<file path="src/rtl/div_seq_pkg.sv">
// Shared definitions for the sequential integer divider: default widths,
// controller state encodings and the divide-by-zero result fill value.
package div_seq_pkg;

    localparam int DW_DEFAULT  = 32;
    localparam int BPC_DEFAULT = 1;

    // Controller states, kept as plain constants for legacy tooling.
    localparam logic [1:0] S_IDLE = 2'd0;
    localparam logic [1:0] S_BUSY = 2'd1;
    localparam logic [1:0] S_FIX  = 2'd2;
    localparam logic [1:0] S_DONE = 2'd3;

    // Divide-by-zero: every quotient bit is set, remainder is the raw dividend.
    localparam logic DIV0_Q_FILL = 1'b1;

endpackage

</file>
<file path="src/rtl/div_step.sv">
// Combinational radix-2 restoring divider slice: BITS_PER_CYCLE chained
// shift / trial-subtract steps over {partial remainder, dividend shift reg}.
// dvd_out has zeros shifted in; the resolved quotient bits come out on
// q_bits (MSB first) for the caller to merge into the low end.
module div_step
    import div_seq_pkg::*;
#(
    parameter int DW             = DW_DEFAULT,
    parameter int BITS_PER_CYCLE = BPC_DEFAULT
) (
    input  logic [DW-1:0]             rem_in,
    input  logic [DW-1:0]             dvd_in,
    input  logic [DW-1:0]             dsr,
    output logic [DW-1:0]             rem_out,
    output logic [DW-1:0]             dvd_out,
    output logic [BITS_PER_CYCLE-1:0] q_bits
);

    logic [DW-1:0] rem_v;
    logic [DW-1:0] dvd_v;
    logic [DW:0]   shifted;
    logic          ge;

    // Chain the restoring steps; the partial remainder stays below the divisor,
    // so the shifted value needs one extra bit but the difference fits DW bits.
    always_comb begin
        rem_v   = rem_in;
        dvd_v   = dvd_in;
        shifted = '0;
        ge      = 1'b0;
        q_bits  = '0;
        for (int i = 0; i < BITS_PER_CYCLE; i++) begin
            shifted = {rem_v, dvd_v[DW-1]};
            ge      = (shifted >= {1'b0, dsr});
            rem_v   = ge ? (shifted[DW-1:0] - dsr) : shifted[DW-1:0];
            dvd_v   = {dvd_v[DW-2:0], 1'b0};
            q_bits[BITS_PER_CYCLE-1-i] = ge;
        end
        rem_out = rem_v;
        dvd_out = dvd_v;
    end

endmodule

</file>
<file path="src/rtl/div_seq.sv">
// Iterative divider for DIV.W/DIV.WU/MOD.W/MOD.WU sitting in EX0. Operands are
// latched as magnitudes, reduced by div_step, then signs are applied in FIX.
// div_ready holds the EX0/EX1 buffer until the result registers are written.
module div_seq
    import div_seq_pkg::*;
#(
    parameter int DW             = DW_DEFAULT,
    parameter int BITS_PER_CYCLE = BPC_DEFAULT
) (
    input  logic          clk,
    input  logic          rst,
    input  logic          flush,
    input  logic          issue_valid,
    input  logic          op_signed,
    input  logic [DW-1:0] dividend,
    input  logic [DW-1:0] divisor,
    input  logic          ex_advance,
    output logic          div_ready,
    output logic          busy,
    output logic [DW-1:0] quotient,
    output logic [DW-1:0] remainder
);

    localparam int               CNT_W    = $clog2(DW) + 1;
    localparam logic [CNT_W-1:0] CNT_STEP = CNT_W'(BITS_PER_CYCLE);
    localparam logic [CNT_W-1:0] CNT_LAST = CNT_W'(DW - BITS_PER_CYCLE);

    if (!(BITS_PER_CYCLE == 1 || BITS_PER_CYCLE == 2 || BITS_PER_CYCLE == 4) ||
        (DW % BITS_PER_CYCLE) != 0) begin : g_bad_param
        $error("div_seq: BITS_PER_CYCLE must be 1, 2 or 4 and divide DW");
    end

    // Magnitude of a two's-complement operand; INT_MIN maps to 2^(DW-1).
    function automatic logic [DW-1:0] abs_val(input logic signed [DW-1:0] v,
                                              input logic en);
        return (en && v < 0) ? DW'(-v) : DW'(v);
    endfunction

    // Conditional two's-complement negation with natural wrap.
    function automatic logic [DW-1:0] apply_sign(input logic [DW-1:0] v,
                                                 input logic neg);
        return neg ? DW'(-v) : v;
    endfunction

    logic [1:0]          state;
    logic [CNT_W-1:0]    cnt;
    logic [DW-1:0]       rem_r;
    logic [DW-1:0]       dvd_r;
    logic [DW-1:0]       dsr_r;
    logic                sign_q;
    logic                sign_r;
    logic                div0;
    logic [DW-1:0]       step_rem;
    logic [DW-1:0]       step_dvd;
    logic [BITS_PER_CYCLE-1:0] step_q;
    logic                accept;

    assign accept    = (state == S_IDLE) && issue_valid && !flush;
    assign div_ready = (state == S_DONE);
    assign busy      = (state == S_BUSY);

    div_step #(
        .DW             (DW),
        .BITS_PER_CYCLE (BITS_PER_CYCLE)
    ) u_step (
        .rem_in  (rem_r),
        .dvd_in  (dvd_r),
        .dsr     (dsr_r),
        .rem_out (step_rem),
        .dvd_out (step_dvd),
        .q_bits  (step_q)
    );

    // Controller, iteration counter and architectural result registers.
    always_ff @(posedge clk) begin
        if (rst) begin
            state     <= S_IDLE;
            cnt       <= '0;
            quotient  <= '0;
            remainder <= '0;
        end else if (flush) begin
            state <= S_IDLE;
        end else begin
            case (state)
                S_IDLE: begin
                    if (issue_valid) begin
                        cnt   <= '0;
                        state <= (divisor == '0) ? S_FIX : S_BUSY;
                    end
                end
                S_BUSY: begin
                    cnt <= cnt + CNT_STEP;
                    if (cnt == CNT_LAST) begin
                        state <= S_FIX;
                    end
                end
                S_FIX: begin
                    if (div0) begin
                        quotient  <= {DW{DIV0_Q_FILL}};
                        remainder <= dvd_r;
                    end else begin
                        quotient  <= apply_sign(dvd_r, sign_q);
                        remainder <= apply_sign(rem_r, sign_r);
                    end
                    state <= S_DONE;
                end
                S_DONE: begin
                    // A same-cycle issue_valid still belongs to this instruction.
                    if (ex_advance) begin
                        state <= S_IDLE;
                    end
                end
                default: state <= S_IDLE;
            endcase
        end
    end

    // Operand capture and shift-subtract datapath; stale contents are harmless
    // because the controller never consumes them outside a live operation.
    always_ff @(posedge clk) begin
        if (accept) begin
            sign_q <= op_signed && (dividend[DW-1] ^ divisor[DW-1]);
            sign_r <= op_signed && dividend[DW-1];
            div0   <= (divisor == '0);
            dvd_r  <= (divisor == '0) ? dividend : abs_val(dividend, op_signed);
            dsr_r  <= abs_val(divisor, op_signed);
            rem_r  <= '0;
        end else if (state == S_BUSY) begin
            rem_r <= step_rem;
            dvd_r <= step_dvd | {{(DW-BITS_PER_CYCLE){1'b0}}, step_q};
        end
    end

endmodule

</file>
<file path="config.mk">
export PLATFORM = sky130hd
export DESIGN_NAME = div_seq
export DESIGN_NICKNAME = d
export VERILOG_FILES = /design/src/rtl/div_seq_pkg.sv /design/src/rtl/div_step.sv /design/src/rtl/div_seq.sv
export SDC_FILE = /design/constraint.sdc
export NUM_CORES = 1
export LEC_CHECK = 0
export ABC_AREA = 1
export BUFFER_PORTS_ARGS = -buffer_cell sky130_fd_sc_hd__clkbuf_2
export CORE_MARGIN = 5
export CORE_UTILIZATION = 60
export CTS_CLUSTER_SIZE = 30
export DETAILED_ROUTE_END_ITERATION = 7
export PLACE_DENSITY = 0.87
export SLEW_MARGIN = 10
export SYNTH_ARGS = -nofsm -noshare
export SYNTH_HDL_FRONTEND = slang
export SYNTH_SLANG_ARGS = --single-unit
</file>
<file path="constraint.sdc">
create_clock -name clk -period 5.3 [get_ports clk]
set_input_delay 1.06 -clock clk [delete_from_list [all_inputs] [get_ports clk]]
set_output_delay 1.06 -clock clk [all_outputs]
set_load 0.03 [all_outputs]
</file>
==> flow_summary.html, run 1 <==
<table>
<tr><th>Metric</th><th>Value</th></tr>
<tr><th colspan="2">Synthesis</th></tr>
<tr><td>Seq cells post-synth</td><td>171</td></tr>
<tr><td>Post-synthesis cell type with the largest combined area</td><td>sky130_fd_sc_hd__nand2_1</td></tr>
<tr><td>Ys async rst share</td><td>0%</td></tr>
<tr><td>Adder-cell share of the synthesized area</td><td>3.95%</td></tr>
<tr><td>Post-synth top area share</td><td>20.3%</td></tr>
<tr><td>Post-synthesis mux area share</td><td>0%</td></tr>
<tr><td>Simple-gate share of the synthesized area</td><td>38.7%</td></tr>
<tr><td>Number of standard cells after synthesis</td><td>2173</td></tr>
<tr><td>Synthesized net count</td><td>2285</td></tr>
<tr><td>Number of distinct library cell variants in the gate-level netlist after synthesis</td><td>49</td></tr>
<tr><td>Area fraction in compound gates after synthesis</td><td>11.3%</td></tr>
<tr><td>Parity-gate share of the synthesized area counting xor and xnor cells</td><td>5.26%</td></tr>
<tr><td>Syn_area_per_cell</td><td>6.20 um^2</td></tr>
<tr><td>Cell area after synthesis</td><td>0.0135 mm^2</td></tr>
<tr><td>Sequential share of the synthesized area</td><td>30.4%</td></tr>
<tr><td>Number of enable-type register cells in the synthesized netlist</td><td>67</td></tr>
<tr><td>Main area contributors after synthesis</td><td>sky130_fd_sc_hd__nand2_1 (20%), sky130_fd_sc_hd__dfxtp_1 (15%), sky130_fd_sc_hd__edfxtp_1 (15%)</td></tr>
<tr><td>Total of warnings raised by yosys</td><td>0</td></tr>
<tr><td>Combinational family with the most area after synthesis</td><td>simple AND/OR/NAND/NOR gates</td></tr>
<tr><td>Primary flip-flop cell chosen by synthesis mapping</td><td>sky130_fd_sc_hd__dfxtp_1</td></tr>
<tr><th colspan="2">Drt</th></tr>
<tr><td>Total number of vias</td><td>14576</td></tr>
<tr><td>Routed wire length</td><td>42200 um</td></tr>
<tr><td>Router iterations before antenna repair</td><td>6</td></tr>
<tr><td>Detailed-route DRC error count</td><td>0</td></tr>
<tr><td>Mean routed wirelength per cell</td><td>16.5 um</td></tr>
<tr><td>Initial detailed-routing violation count</td><td>1946</td></tr>
<tr><td>Number of nets with antenna violations after routing</td><td>0</td></tr>
<tr><td>Number of vias per cell</td><td>5.69</td></tr>
<tr><th colspan="2">Placed design</th></tr>
<tr><td>Final GP Congestion</td><td>0.975</td></tr>
<tr><td>Count of port buffers added during placement</td><td>135</td></tr>
<tr><td>Post-DP HPWL</td><td>33100 um</td></tr>
<tr><th colspan="2">Global routing</th></tr>
<tr><td>Aggregate global routing overflow</td><td>0</td></tr>
<tr><td>Global-route wire length before repair</td><td>66900 um</td></tr>
<tr><td>GRT Resource Usage Total</td><td>31.9%</td></tr>
<tr><td>Maximum number of pins on one net before global-route repair</td><td>83</td></tr>
<tr><td>Antenna violations before repair</td><td>1</td></tr>
<tr><td>Vias in the first global route</td><td>12896</td></tr>
<tr><th colspan="2">STA</th></tr>
<tr><td>Number of endpoints with negative hold slack in the final report</td><td>0</td></tr>
<tr><td>Fraction of the cycle the final worst path needs</td><td>56.9%</td></tr>
<tr><td>Post-route clock skew</td><td>0.0145 ns</td></tr>
<tr><td>Slew at the pin closest to its max-slew limit</td><td>1.12 ns</td></tr>
<tr><td>Min Clock Period, post-route</td><td>3.02 ns</td></tr>
<tr><td>Highest clock frequency the design can meet</td><td>0.331 GHz</td></tr>
<tr><td>Final number of max-transition violations</td><td>0</td></tr>
<tr><td>Setup repair after global routing missed its margin</td><td>false</td></tr>
<tr><td>Final setup vio count</td><td>0</td></tr>
<tr><td>Worst hold slack across all endpoints</td><td>0.466 ns</td></tr>
<tr><td>Total negative slack for setup checks</td><td>0 ns</td></tr>
<tr><td>Max-slew headroom at the worst pin</td><td>25.1%</td></tr>
<tr><th colspan="2">Power and ir drop</th></tr>
<tr><td>Power share of the sequential group</td><td>42.9%</td></tr>
<tr><td>Leak Pwr</td><td>7.60 nW</td></tr>
<tr><td>Internal power</td><td>2.33 mW</td></tr>
<tr><td>Clock network fraction of design power</td><td>35.9%</td></tr>
<tr><td>Worst vdd rail ir drop</td><td>0.000163 V</td></tr>
<tr><td>Combinational Power Share</td><td>21.3%</td></tr>
<tr><td>Reported net switching power</td><td>1.20 mW</td></tr>
<tr><td>Sw Share</td><td>34.0%</td></tr>
<tr><td>Power per cell area</td><td>238 mW/mm^2</td></tr>
<tr><th colspan="2">Clock network</th></tr>
<tr><td>Maximum buffer depth of the clock tree</td><td>2</td></tr>
<tr><td>TritonCTS clock tree</td><td>yes</td></tr>
<tr><td>Hold buffer count at CTS</td><td>0</td></tr>
<tr><td>Post CTS Setup Buffer Count</td><td>0</td></tr>
<tr><td>Number of CTS-inserted buffers</td><td>17</td></tr>
<tr><td>CTS resizes</td><td>0</td></tr>
<tr><td>Sink Count</td><td>171</td></tr>
<tr><td>Worst-skew pair later-pin latency</td><td>0.44 ns</td></tr>
<tr><td>Buffer cell driving the clock tree root</td><td>sky130_fd_sc_hd__clkbuf_16</td></tr>
<tr><td>Clock-pin slew on the worst setup and hold paths</td><td>0.08 ns</td></tr>
<tr><td>Number of levels the H-tree was split into</td><td>4</td></tr>
<tr><th colspan="2">Final layout</th></tr>
<tr><td>Leading cell type in the layout, fill and taps excluded</td><td>sky130_fd_sc_hd__nand2_1</td></tr>
<tr><td>Most frequent cells in the layout</td><td>sky130_fd_sc_hd__nand2_1 (729), sky130_fd_sc_hd__inv_1 (281), sky130_fd_sc_hd__nor2_1 (229), sky130_fd_sc_hd__nand3_1 (186), sky130_fd_sc_hd__clkbuf_2 (135)</td></tr>
<tr><td>Fraction of layout cells with a size suffix above 1</td><td>9.51%</td></tr>
<tr><td>Filler Cell Count</td><td>2028</td></tr>
<tr><td>Number of nets in the finished design</td><td>2381</td></tr>
<tr><td>Number of antenna cells inserted</td><td>0</td></tr>
<tr><td>Layout overhead on the synthesized area</td><td>10.4%</td></tr>
<tr><th colspan="2">Floorplanning</th></tr>
<tr><td>Effective utilization at floorplan</td><td>61.4%</td></tr>
<tr><td>Core outline area</td><td>0.0220 mm^2</td></tr>
<tr><td>Height of the die</td><td>160 um</td></tr>
<tr><td>Die Width</td><td>160 um</td></tr>
<tr><td>Floorplan die area</td><td>0.0256 mm^2</td></tr>
<tr><td>Standard-cell row count</td><td>54</td></tr>
<tr><td>Top-level I/O count</td><td>136</td></tr>
<tr><th colspan="2">Outcome</th></tr>
<tr><td>Result of the run</td><td>finished clean</td></tr>
<tr><th colspan="2">Critical path</th></tr>
<tr><td>CP Capture Type</td><td>flip-flop</td></tr>
<tr><td>Maximum fanout along the worst path</td><td>38</td></tr>
<tr><td>Critical path data required time</td><td>5.58 ns</td></tr>
<tr><td>Category of the critical setup timing path</td><td>input port to flip-flop</td></tr>
<tr><td>Startpoint class of the critical path</td><td>input port</td></tr>
<tr><td>Data arrival, critical path</td><td>3.30 ns</td></tr>
<tr><th colspan="2">Hold path</th></tr>
<tr><td>Worst min path class</td><td>flip-flop to flip-flop</td></tr>
<tr><th colspan="2">Run</th></tr>
<tr><td>Max cap viols</td><td>0</td></tr>
</table>
cell families after synthesis:
kind of cell,after synthesis
AOI/OAI and AO/OA,277
xor gates and xnor gates,81
adders and majority gates,42
buffers and inverters,357
and+or+nand+nor,1245
DFF,171
path summary, 6_finish.rpt:
| path | slack [ns] | from | cells after the start | to |
|---|---|---|---|---|
| max | 2.28 | op_signed | 9 | dvd_r[4]$_DFFE_PP_ |
| min | 0.47 | remainder[25]$_SDFFE_PP0P_ | 2 | remainder[25]$_SDFFE_PP0P_ |
| max reg2reg | 2.33 | state[0]$_SDFFE_PP0P_ | 8 | cnt[5]$_SDFFE_PP0P_ |
| min reg2reg | 0.47 | remainder[25]$_SDFFE_PP0P_ | 2 | remainder[25]$_SDFFE_PP0P_ |
critical path, cell delays in order:
cell,delay (ns)
sky130_fd_sc_hd__clkbuf_2,0.12
sky130_fd_sc_hd__nand2_1,0.47
sky130_fd_sc_hd__inv_1,0.98
sky130_fd_sc_hd__o21ai_0,0.19
sky130_fd_sc_hd__o21ai_0,0.12
sky130_fd_sc_hd__nand2_1,0.08
sky130_fd_sc_hd__o21ai_0,0.09
sky130_fd_sc_hd__nand2_1,0.06
sky130_fd_sc_hd__o21ai_0,0.10
metrics by stage:
stage	total power, mW	area (um^2)	utilization (%)	setup WS, ns	instances
after floorplan	2.03	13500	-	2.17	2173
after global placement	2.25	14300	65.0	1.93	2530
after detailed placement	2.27	14300	65.0	1.89	2530
after CTS	3.51	14900	67.7	2.34	2562
after global routing	3.68	14900	67.8	2.05	2562
final	3.54	14900	67.8	2.28	2562
final cells by class:
class	instances	area [um^2]	area share (%)
multi-input combinational	1645	8010	53.8
sequential	171	4090	27.5
inverter	289	1080	7.29
timing repair buffer	145	751	5.05
clock buffer	17	425	2.86
tap	280	350	2.35
clock inverter	15	168	1.13
sequential cells by signal (all words and copies together), names as in the netlist:
| register | cells |
|---|---|
| state | 2 |
| rem_r | 32 |
| quotient | 32 |
| remainder | 32 |
| div0 | 1 |
| cnt | 6 |
| dvd_r | 32 |
| sign_r | 1 |
| dsr_r | 32 |
| sign_q | 1 |
synthesized netlist by cell type (10+ instances only):
cell type	number
sky130_fd_sc_hd__nor2_1	231
sky130_fd_sc_hd__nor3_1	22
sky130_fd_sc_hd__xnor2_1	24
sky130_fd_sc_hd__nand4_1	16
sky130_fd_sc_hd__xor2_1	57
sky130_fd_sc_hd__o21ai_0	106
sky130_fd_sc_hd__nand2_1	730
sky130_fd_sc_hd__nand3_1	186
sky130_fd_sc_hd__nor2_2	10
sky130_fd_sc_hd__ha_1	41
sky130_fd_sc_hd__a21oi_1	97
sky130_fd_sc_hd__edfxtp_1	67
sky130_fd_sc_hd__o21ai_1	15
sky130_fd_sc_hd__clkbuf_1	42
sky130_fd_sc_hd__buf_2	14
sky130_fd_sc_hd__nand3b_1	18
sky130_fd_sc_hd__o211ai_1	10
sky130_fd_sc_hd__a31oi_1	27
sky130_fd_sc_hd__inv_1	281
sky130_fd_sc_hd__dfxtp_1	104
per-layer routing:
metal,GRT usage (%),up-vias,wire length [um],share of wire (%)
met4,8.37,0,944,2.2
met2,48.5,812,18200,43
met5,0,-,0,0
met1,47.5,6543,18500,44
met3,4.59,78,4470,11
li1,-,7143,-,-
power by group through the flow:
stage,sequential (mW),combinational [mW],clock (mW)
finish,1.52,0.753,1.27
global route,1.52,0.833,1.32
CTS,1.51,0.735,1.27
detailed placement,1.54,0.729,0
global placement,1.54,0.713,0
floorplan,1.54,0.495,0
Note: power is estimated with default switching activity, not from simulation.
==> run 2, diff against run 1 <==
--- a/config.mk
+++ b/config.mk
@@ -8,10 +8,10 @@
 export ABC_AREA = 1
 export BUFFER_PORTS_ARGS = -buffer_cell sky130_fd_sc_hd__clkbuf_2
 export CORE_MARGIN = 5
-export CORE_UTILIZATION = 60
+export CORE_UTILIZATION = 55
 export CTS_CLUSTER_SIZE = 30
 export DETAILED_ROUTE_END_ITERATION = 7
-export PLACE_DENSITY = 0.87
+export PLACE_DENSITY = 0.84
 export SLEW_MARGIN = 10
 export SYNTH_ARGS = -nofsm -noshare
 export SYNTH_HDL_FRONTEND = slang
==> constraint.sdc (replaced) <==
create_clock -name clk -period 2.7 [get_ports clk]
set_input_delay 0.54 -clock clk [delete_from_list [all_inputs] [get_ports clk]]
set_output_delay 0.54 -clock clk [all_outputs]
set_load 0.03 [all_outputs]
==> flow_summary.html, run 2 (same netlist as run 1, synthesis figures left out) <==
<table>
<tr><th>Metric</th><th>Value</th></tr>
<tr><th colspan="2">Critical path</th></tr>
<tr><td>Largest delay share family, worst path</td><td>simple AND/OR/NAND/NOR gates (was buffers and inverters)</td></tr>
<tr><td>Worst Reg2Reg Path Length in Cells</td><td>12 (was 8)</td></tr>
<tr><td>Category of the critical setup timing path</td><td>flip-flop to flip-flop (was input port to flip-flop)</td></tr>
<tr><td>Data arrival, critical path</td><td>2.79 ns (was 3.30 ns)</td></tr>
<tr><td>Sum of buffers and inverters on the critical path</td><td>0 (was 2)</td></tr>
<tr><td>Max incr delay on CP</td><td>0.43 ns (was 0.98 ns)</td></tr>
<tr><td>Critical path data required time</td><td>3.01 ns (was 5.58 ns)</td></tr>
<tr><td>Number of logic stages on the critical path including buffering</td><td>12 (was 9)</td></tr>
<tr><td>Maximum fanout along the worst path</td><td>32 (was 38)</td></tr>
<tr><td>Startpoint class of the critical path</td><td>flip-flop (was input port)</td></tr>
<tr><td>CP Capture Type</td><td>flip-flop (unchanged)</td></tr>
<tr><td>Crit-path slowest cell</td><td>sky130_fd_sc_hd__ha_1 (was sky130_fd_sc_hd__inv_1)</td></tr>
<tr><td>Cell-by-cell listing of the critical path</td><td>ha_1 &gt; nand2_1 &gt; nor2_1 &gt; nand2_1 &gt; nor2_2 &gt; nand2_1 &gt; nand2_1 &gt; a21oi_4 &gt; nand2_4 &gt; nand2_1 &gt; nand3_1 &gt; o21ai_1 (was clkbuf_2 &gt; nand2_1 &gt; inv_1 &gt; o21ai_0 &gt; o21ai_0 &gt; nand2_1 &gt; o21ai_0 &gt; nand2_1 &gt; o21ai_0)</td></tr>
<tr><td>Crit-path most repeated cell</td><td>sky130_fd_sc_hd__nand2_1 (was sky130_fd_sc_hd__o21ai_0)</td></tr>
<tr><td>Worst reg2reg setup slack</td><td>0.23 ns (was 2.33 ns)</td></tr>
<tr><th colspan="2">Final layout</th></tr>
<tr><td>Most frequent cells in the layout</td><td>sky130_fd_sc_hd__nand2_1 (729), sky130_fd_sc_hd__inv_1 (281), sky130_fd_sc_hd__nor2_1 (229), sky130_fd_sc_hd__nand3_1 (186), sky130_fd_sc_hd__clkbuf_2 (135) (unchanged)</td></tr>
<tr><td>Fraction of layout cells with a size suffix above 1</td><td>10.2% (was 9.51%)</td></tr>
<tr><td>Sequential cell area</td><td>0.00409 mm^2 (unchanged)</td></tr>
<tr><td>Filler Cell Count</td><td>2344 (was 2028)</td></tr>
<tr><td>Number of antenna cells inserted</td><td>0 (unchanged)</td></tr>
<tr><td>Area taken by multi-input logic gates</td><td>0.00800 mm^2 (was 0.00801 mm^2)</td></tr>
<tr><td>Leading cell type in the layout, fill and taps excluded</td><td>sky130_fd_sc_hd__nand2_1 (unchanged)</td></tr>
<tr><td>Layout overhead on the synthesized area</td><td>11.7% (was 10.4%)</td></tr>
<tr><td>Number of nets in the finished design</td><td>2400 (was 2381)</td></tr>
<tr><th colspan="2">Global routing</th></tr>
<tr><td>GRT Resource Usage Total</td><td>30.7% (was 31.9%)</td></tr>
<tr><td>Aggregate global routing overflow</td><td>0 (unchanged)</td></tr>
<tr><td>Global-route wire length before repair</td><td>70100 um (was 66900 um)</td></tr>
<tr><td>Vias in the first global route</td><td>13605 (was 12896)</td></tr>
<tr><td>Maximum number of pins on one net before global-route repair</td><td>81 (was 83)</td></tr>
<tr><td>Antenna violations before repair</td><td>1 (unchanged)</td></tr>
<tr><th colspan="2">STA</th></tr>
<tr><td>Min Clock Period, post-route</td><td>2.47 ns</td></tr>
<tr><td>Max-slew headroom at the worst pin</td><td>47.7% (was 25.1%)</td></tr>
<tr><td>Highest clock frequency the design can meet</td><td>0.404 GHz</td></tr>
<tr><td>Fraction of the cycle the final worst path needs</td><td>91.6%</td></tr>
<tr><td>Final number of max-transition violations</td><td>0 (unchanged)</td></tr>
<tr><td>Total negative slack for setup checks</td><td>0 ns (unchanged)</td></tr>
<tr><td>Setup repair after global routing missed its margin</td><td>false (unchanged)</td></tr>
<tr><td>Final setup vio count</td><td>0 (unchanged)</td></tr>
<tr><td>Post-route clock skew</td><td>0.0167 ns (was 0.0145 ns)</td></tr>
<tr><td>Number of endpoints with negative hold slack in the final report</td><td>0 (unchanged)</td></tr>
<tr><td>Slew at the pin closest to its max-slew limit</td><td>0.784 ns (was 1.12 ns)</td></tr>
<tr><th colspan="2">Clock network</th></tr>
<tr><td>Clock-pin slew on the worst setup and hold paths</td><td>0.07 ns (was 0.08 ns)</td></tr>
<tr><td>Hold buffer count at CTS</td><td>0 (unchanged)</td></tr>
<tr><td>TritonCTS clock tree</td><td>yes (unchanged)</td></tr>
<tr><td>Number of levels the H-tree was split into</td><td>4 (unchanged)</td></tr>
<tr><td>CTS resizes</td><td>0 (unchanged)</td></tr>
<tr><td>Maximum buffer depth of the clock tree</td><td>2 (unchanged)</td></tr>
<tr><td>Buffer cell driving the clock tree root</td><td>sky130_fd_sc_hd__clkbuf_16 (unchanged)</td></tr>
<tr><td>Sink Count</td><td>171 (unchanged)</td></tr>
<tr><td>Worst-skew pair later-pin latency</td><td>0.44 ns (about the same)</td></tr>
<tr><td>Number of CTS-inserted buffers</td><td>17 (unchanged)</td></tr>
<tr><td>Post CTS Setup Buffer Count</td><td>0 (unchanged)</td></tr>
<tr><th colspan="2">Drt</th></tr>
<tr><td>Number of nets with antenna violations after routing</td><td>0 (unchanged)</td></tr>
<tr><td>Total number of vias</td><td>14632 (was 14576)</td></tr>
<tr><td>Routed wire length</td><td>43300 um (was 42200 um)</td></tr>
<tr><td>Number of vias per cell</td><td>5.57 (was 5.69)</td></tr>
<tr><td>Router iterations before antenna repair</td><td>6 (unchanged)</td></tr>
<tr><td>Mean routed wirelength per cell</td><td>16.5 um (about the same)</td></tr>
<tr><td>Detailed-route DRC error count</td><td>0 (unchanged)</td></tr>
<tr><td>Initial detailed-routing violation count</td><td>1731 (was 1946)</td></tr>
<tr><th colspan="2">Power and ir drop</th></tr>
<tr><td>Worst vdd rail ir drop</td><td>0.000315 V (was 0.000163 V)</td></tr>
<tr><td>Combinational Power Share</td><td>21.8% (was 21.3%)</td></tr>
<tr><td>Post-route total power</td><td>6.89 mW (was 3.54 mW)</td></tr>
<tr><td>Leak Pwr</td><td>7.67 nW (was 7.60 nW)</td></tr>
<tr><td>Power share of the sequential group</td><td>43.3% (was 42.9%)</td></tr>
<tr><td>Reported net switching power</td><td>2.35 mW (was 1.20 mW)</td></tr>
<tr><td>Internal power</td><td>4.53 mW (was 2.33 mW)</td></tr>
<tr><td>Power per cell area</td><td>457 mW/mm^2 (was 238 mW/mm^2)</td></tr>
<tr><td>Sw Share</td><td>34.1% (was 34.0%)</td></tr>
<tr><td>Clock network fraction of design power</td><td>34.9% (was 35.9%)</td></tr>
<tr><th colspan="2">Hold path</th></tr>
<tr><td>Worst min path class</td><td>input port to flip-flop (was flip-flop to flip-flop)</td></tr>
<tr><td>Worst Hold Path Cells</td><td>1 (was 2)</td></tr>
<tr><th colspan="2">Outcome</th></tr>
<tr><td>Result of the run</td><td>finished clean (unchanged)</td></tr>
<tr><th colspan="2">Floorplanning</th></tr>
<tr><td>Height of the die</td><td>167 um (was 160 um)</td></tr>
<tr><td>Core outline area</td><td>0.0242 mm^2 (was 0.0220 mm^2)</td></tr>
<tr><td>Die Width</td><td>167 um (was 160 um)</td></tr>
<tr><td>Floorplan die area</td><td>0.0277 mm^2 (was 0.0256 mm^2)</td></tr>
<tr><td>Top-level I/O count</td><td>136 (unchanged)</td></tr>
<tr><td>Standard-cell row count</td><td>57 (was 54)</td></tr>
<tr><td>Effective utilization at floorplan</td><td>55.6% (was 61.4%)</td></tr>
<tr><th colspan="2">Placed design</th></tr>
<tr><td>Count of port buffers added during placement</td><td>135 (unchanged)</td></tr>
<tr><td>Final GP Congestion</td><td>1.02 (was 0.975)</td></tr>
<tr><td>Post-DP HPWL</td><td>34200 um (was 33100 um)</td></tr>
<tr><th colspan="2">Run</th></tr>
<tr><td>Max cap viols</td><td>0 (unchanged)</td></tr>
</table>
-- run 2: cell types whose count changed in the layout (fill, tap and decap cells not counted), moves of 2 or more --
cell and change:
sky130_fd_sc_hd__clkinv_4 -3, sky130_fd_sc_hd__inv_8 -2, sky130_fd_sc_hd__clkinvlp_4 +2, sky130_fd_sc_hd__buf_4 +17, sky130_fd_sc_hd__buf_12 +2, sky130_fd_sc_hd__inv_6 +3
-- run 2: per-stage QoR --
step,hold slack [ns],instance area (um^2),worst slack [ns],util (%),instances
floorplan,0.456,13500,0.519,-,2173
global placement,0.454,14500,0.289,59.8,2593
detailed placement,0.455,14500,0.125,59.8,2593
CTS,0.291,15100,0.262,62.1,2625
global route,0.296,15100,0.0109,62.1,2625
finish,0.296,15100,0.227,62.1,2625
-- run 2: power by group through the flow --
stage | Combinational [mW] | Sequential, mW | Clock [mW]
finish | 1.50 | 2.98 | 2.40
global route | 1.67 | 2.99 | 2.53
CTS | 1.47 | 2.97 | 2.41
detailed placement | 1.46 | 3.03 | 0
global placement | 1.44 | 3.03 | 0
floorplan | 0.973 | 3.01 | 0
-- run 2: per-layer routing --
layer | part of all wire [%] | track usage (%)
met3 | 10 | 5.21
met4 | 2.9 | 9.39
met2 | 43 | 47.8
met5 | 0 | 0
met1 | 44 | 43.7
-- run 2: final cells by class --
class / count / area share [%]
Clock inverter: 14 / 0.872
Clock buffer: 18 / 2.85
Tap cell: 324 / 2.69
Multi-Input combinational cell: 1645 / 53.1
Inverter: 289 / 7.20
Sequential cell: 171 / 27.2
Timing Repair Buffer: 164 / 6.10
-- run 2: final timing paths --
path                               endpoint                      start
setup / recovery     rem_r[13]$_SDFFE_PP0P_     rem_r[22]$_SDFFE_PP0P_
hold / removal           dsr_r[0]$_DFFE_PP_                 divisor[0]
setup reg to reg     rem_r[13]$_SDFFE_PP0P_     rem_r[22]$_SDFFE_PP0P_
hold reg to reg   remainder[9]$_SDFFE_PP0P_  remainder[9]$_SDFFE_PP0P_
==> run 3, diff against run 2 <==
--- a/config.mk
+++ b/config.mk
@@ -7,11 +7,14 @@
 export LEC_CHECK = 0
 export ABC_AREA = 1
 export BUFFER_PORTS_ARGS = -buffer_cell sky130_fd_sc_hd__clkbuf_2
+export CELL_PAD_IN_SITES_DETAIL_PLACEMENT = 1
+export CELL_PAD_IN_SITES_GLOBAL_PLACEMENT = 1
+export CORE_ASPECT_RATIO = 0.9
 export CORE_MARGIN = 5
-export CORE_UTILIZATION = 55
+export CORE_UTILIZATION = 38
 export CTS_CLUSTER_SIZE = 30
 export DETAILED_ROUTE_END_ITERATION = 7
-export PLACE_DENSITY = 0.84
+export PLACE_DENSITY = 0.83
 export SLEW_MARGIN = 10
 export SYNTH_ARGS = -nofsm -noshare
 export SYNTH_HDL_FRONTEND = slang
==> flow_summary.html, run 3 (same netlist as run 1, synthesis figures left out) <==
<table>
<tr><th>Metric</th><th>Value</th></tr>
<tr><th colspan="2">Critical path</th></tr>
<tr><td>Crit-path slowest cell</td><td>sky130_fd_sc_hd__edfxtp_1 (was sky130_fd_sc_hd__ha_1)</td></tr>
<tr><td>Critical path data required time</td><td>2.90 ns (was 3.01 ns)</td></tr>
<tr><td>Category of the critical setup timing path</td><td>flip-flop to flip-flop (unchanged)</td></tr>
<tr><td>Cell-by-cell listing of the critical path</td><td>inv_1 &gt; ha_1 &gt; nand2_1 &gt; inv_1 &gt; nand2_1 &gt; nand2_1 &gt; a21oi_1 &gt; nand2_1 &gt; a21oi_4 &gt; nand2_8 &gt; nand2_1 &gt; o21ai_0 (was ha_1 &gt; nand2_1 &gt; nor2_1 &gt; nand2_1 &gt; nor2_2 &gt; nand2_1 &gt; nand2_1 &gt; a21oi_4 &gt; nand2_4 &gt; nand2_1 &gt; nand3_1 &gt; o21ai_1)</td></tr>
<tr><td>Startpoint class of the critical path</td><td>flip-flop (unchanged)</td></tr>
<tr><td>Max incr delay on CP</td><td>0.36 ns (was 0.43 ns)</td></tr>
<tr><td>Maximum fanout along the worst path</td><td>32 (unchanged)</td></tr>
<tr><td>Data arrival, critical path</td><td>2.70 ns (was 2.79 ns)</td></tr>
<tr><td>Crit-path most repeated cell</td><td>sky130_fd_sc_hd__nand2_1 (unchanged)</td></tr>
<tr><td>CP Capture Type</td><td>flip-flop (unchanged)</td></tr>
<tr><th colspan="2">Outcome</th></tr>
<tr><td>Result of the run</td><td>finished clean (unchanged)</td></tr>
<tr><th colspan="2">STA</th></tr>
<tr><td>Fraction of the cycle the final worst path needs</td><td>92.8% (was 91.6%)</td></tr>
<tr><td>Final setup vio count</td><td>0 (unchanged)</td></tr>
<tr><td>Final Worst Setup Slack</td><td>0.195 ns (was 0.227 ns)</td></tr>
<tr><td>Post-route clock skew</td><td>0.0161 ns (was 0.0167 ns)</td></tr>
<tr><td>Final number of max-transition violations</td><td>0 (unchanged)</td></tr>
<tr><td>Number of endpoints with negative hold slack in the final report</td><td>0 (unchanged)</td></tr>
<tr><td>Max-slew headroom at the worst pin</td><td>38.1% (was 47.7%)</td></tr>
<tr><td>Total negative slack for setup checks</td><td>0 ns (unchanged)</td></tr>
<tr><td>Slew at the pin closest to its max-slew limit</td><td>0.928 ns (was 0.784 ns)</td></tr>
<tr><td>Highest clock frequency the design can meet</td><td>0.399 GHz (was 0.404 GHz)</td></tr>
<tr><td>Min Clock Period, post-route</td><td>2.50 ns (was 2.47 ns)</td></tr>
<tr><td>Worst hold slack across all endpoints</td><td>0.276 ns (was 0.296 ns)</td></tr>
<tr><td>Setup repair after global routing missed its margin</td><td>false (unchanged)</td></tr>
<tr><th colspan="2">Floorplanning</th></tr>
<tr><td>Core outline area</td><td>0.0351 mm^2 (was 0.0242 mm^2)</td></tr>
<tr><td>Effective utilization at floorplan</td><td>38.5% (was 55.6%)</td></tr>
<tr><td>Floorplan die area</td><td>0.0393 mm^2 (was 0.0277 mm^2)</td></tr>
<tr><td>Top-level I/O count</td><td>136 (unchanged)</td></tr>
<tr><td>Standard-cell row count</td><td>65 (was 57)</td></tr>
<tr><td>Die Width</td><td>209 um (was 167 um)</td></tr>
<tr><td>Height of the die</td><td>189 um (was 167 um)</td></tr>
<tr><th colspan="2">Final layout</th></tr>
<tr><td>Number of nets in the finished design</td><td>2405 (was 2400)</td></tr>
<tr><td>Area taken by multi-input logic gates</td><td>0.00801 mm^2 (was 0.00800 mm^2)</td></tr>
<tr><td>Post-layout instance area</td><td>0.0153 mm^2 (was 0.0151 mm^2)</td></tr>
<tr><td>Number of antenna cells inserted</td><td>0 (unchanged)</td></tr>
<tr><td>Leading cell type in the layout, fill and taps excluded</td><td>sky130_fd_sc_hd__nand2_1 (unchanged)</td></tr>
<tr><td>Sequential cell area</td><td>0.00409 mm^2 (unchanged)</td></tr>
<tr><td>Post-layout utilization of the core</td><td>43.6% (was 62.1%)</td></tr>
<tr><td>Finished Layout Cells</td><td>2775 (was 2625)</td></tr>
<tr><td>Layout overhead on the synthesized area</td><td>13.4% (was 11.7%)</td></tr>
<tr><td>Filler Cell Count</td><td>4776 (was 2344)</td></tr>
<tr><td>Fraction of layout cells with a size suffix above 1</td><td>10.5% (was 10.2%)</td></tr>
<tr><td>Most frequent cells in the layout</td><td>sky130_fd_sc_hd__nand2_1 (729), sky130_fd_sc_hd__inv_1 (281), sky130_fd_sc_hd__nor2_1 (229), sky130_fd_sc_hd__nand3_1 (186), sky130_fd_sc_hd__clkbuf_2 (135) (unchanged)</td></tr>
<tr><th colspan="2">Placed design</th></tr>
<tr><td>Setup slack at placement</td><td>0.0154 ns (was 0.125 ns)</td></tr>
<tr><td>Placed cell count</td><td>2743 (was 2593)</td></tr>
<tr><td>Cell Area, Placed</td><td>0.0147 mm^2 (was 0.0145 mm^2)</td></tr>
<tr><td>Count of port buffers added during placement</td><td>135 (unchanged)</td></tr>
<tr><td>Post-DP HPWL</td><td>42100 um (was 34200 um)</td></tr>
<tr><td>Final GP Congestion</td><td>0.974 (was 1.02)</td></tr>
<tr><th colspan="2">Clock network</th></tr>
<tr><td>Maximum buffer depth of the clock tree</td><td>2 (unchanged)</td></tr>
<tr><td>Hold buffer count at CTS</td><td>0 (unchanged)</td></tr>
<tr><td>Buffer cell driving the clock tree root</td><td>sky130_fd_sc_hd__clkbuf_16 (unchanged)</td></tr>
<tr><td>Worst-skew pair later-pin latency</td><td>0.46 ns (was 0.44 ns)</td></tr>
<tr><td>Number of levels the H-tree was split into</td><td>4 (unchanged)</td></tr>
<tr><td>CTS resizes</td><td>0 (unchanged)</td></tr>
<tr><td>Clock-pin slew on the worst setup and hold paths</td><td>0.07 ns (about the same)</td></tr>
<tr><td>Post CTS Setup Buffer Count</td><td>0 (unchanged)</td></tr>
<tr><td>Sink Count</td><td>171 (unchanged)</td></tr>
<tr><td>TritonCTS clock tree</td><td>yes (unchanged)</td></tr>
<tr><td>Number of CTS-inserted buffers</td><td>17 (unchanged)</td></tr>
<tr><th colspan="2">Run</th></tr>
<tr><td>Max cap viols</td><td>0 (unchanged)</td></tr>
<tr><th colspan="2">Power and ir drop</th></tr>
<tr><td>Power per cell area</td><td>459 mW/mm^2 (was 457 mW/mm^2)</td></tr>
<tr><td>Worst vdd rail ir drop</td><td>0.000399 V (was 0.000315 V)</td></tr>
<tr><td>Leak Pwr</td><td>7.70 nW (was 7.67 nW)</td></tr>
<tr><td>Post-route total power</td><td>7.01 mW (was 6.89 mW)</td></tr>
<tr><th colspan="2">Hold path</th></tr>
<tr><td>Worst min path class</td><td>input port to flip-flop (unchanged)</td></tr>
<tr><th colspan="2">Global routing</th></tr>
<tr><td>Aggregate global routing overflow</td><td>0 (unchanged)</td></tr>
<tr><td>Antenna violations before repair</td><td>0 (was 1)</td></tr>
<tr><td>Vias in the first global route</td><td>15235 (was 13605)</td></tr>
<tr><td>GRT Resource Usage Total</td><td>26.3% (was 30.7%)</td></tr>
<tr><td>Global-route wire length before repair</td><td>83000 um (was 70100 um)</td></tr>
<tr><td>Maximum number of pins on one net before global-route repair</td><td>81 (unchanged)</td></tr>
<tr><th colspan="2">Drt</th></tr>
<tr><td>Total number of vias</td><td>14994 (was 14632)</td></tr>
<tr><td>Wire length the detailed router placed on met1</td><td>24500 um (was 19000 um)</td></tr>
<tr><td>Number of vias per cell</td><td>5.40 (was 5.57)</td></tr>
<tr><td>Highest routing layer actually used</td><td>met4 (unchanged)</td></tr>
<tr><td>Total length of routed met3 wires</td><td>3300 um (was 4330 um)</td></tr>
<tr><td>Met2 layer wire length in the routed design</td><td>23600 um (was 18800 um)</td></tr>
<tr><td>Initial detailed-routing violation count</td><td>1273 (was 1731)</td></tr>
<tr><td>Router iterations before antenna repair</td><td>5 (was 6)</td></tr>
<tr><td>Detailed-route DRC error count</td><td>0 (unchanged)</td></tr>
<tr><td>Routed wire length</td><td>52700 um (was 43300 um)</td></tr>
<tr><td>Number of nets with antenna violations after routing</td><td>0 (unchanged)</td></tr>
<tr><td>Mean routed wirelength per cell</td><td>19.0 um (was 16.5 um)</td></tr>
</table>
## run 3: path summary, 6_finish.rpt
kind,startpoint,endpoint,slack [ns],cells after the start
worst max register to register,dsr_r[28]$_DFFE_PP_,dvd_r[0]$_DFFE_PP_,0.20,12
worst min-delay path,divisor[0],dsr_r[0]$_DFFE_PP_,0.28,1
worst max-delay path,dsr_r[28]$_DFFE_PP_,dvd_r[0]$_DFFE_PP_,0.20,12
worst min register to register,remainder[19]$_SDFFE_PP0P_,remainder[19]$_SDFFE_PP0P_,0.47,2
## run 3: layer usage
layer / up-vias / global-route usage (%)
met3: 84 / 4.13
met2: 500 / 42.1
li1: 7182 / -
met1: 7228 / 36.7
met5: - / 0
met4: 0 / 8.06
## run 3: worst max-delay path: cells and delay by family, from the launching register on
kind | cells | cell delay (ns)
DFF | 1 | 0.36
AOI/OAI and AO/OA | 3 | 0.58
adders and majority gates | 1 | 0.34
buffers and inverters | 2 | 0.21
and+or+nand+nor | 6 | 0.75
## run 3: final cells by class
class | instances | share of cell area, %
Clock buffer | 18 | 2.95
Clock inverter | 14 | 0.720
Inverter | 289 | 7.10
Multi-Input combinational cell | 1645 | 52.4
Sequential cell | 171 | 26.8
Tap cell | 469 | 3.84
Timing Repair Buffer | 169 | 6.20
## run 3: power breakdown
group / total (mW) / internal, mW / switching [mW]
Sequential: 2.99 / 2.84 / 0.153
Combinational: 1.59 / 0.480 / 1.11
Clock: 2.44 / 1.25 / 1.19
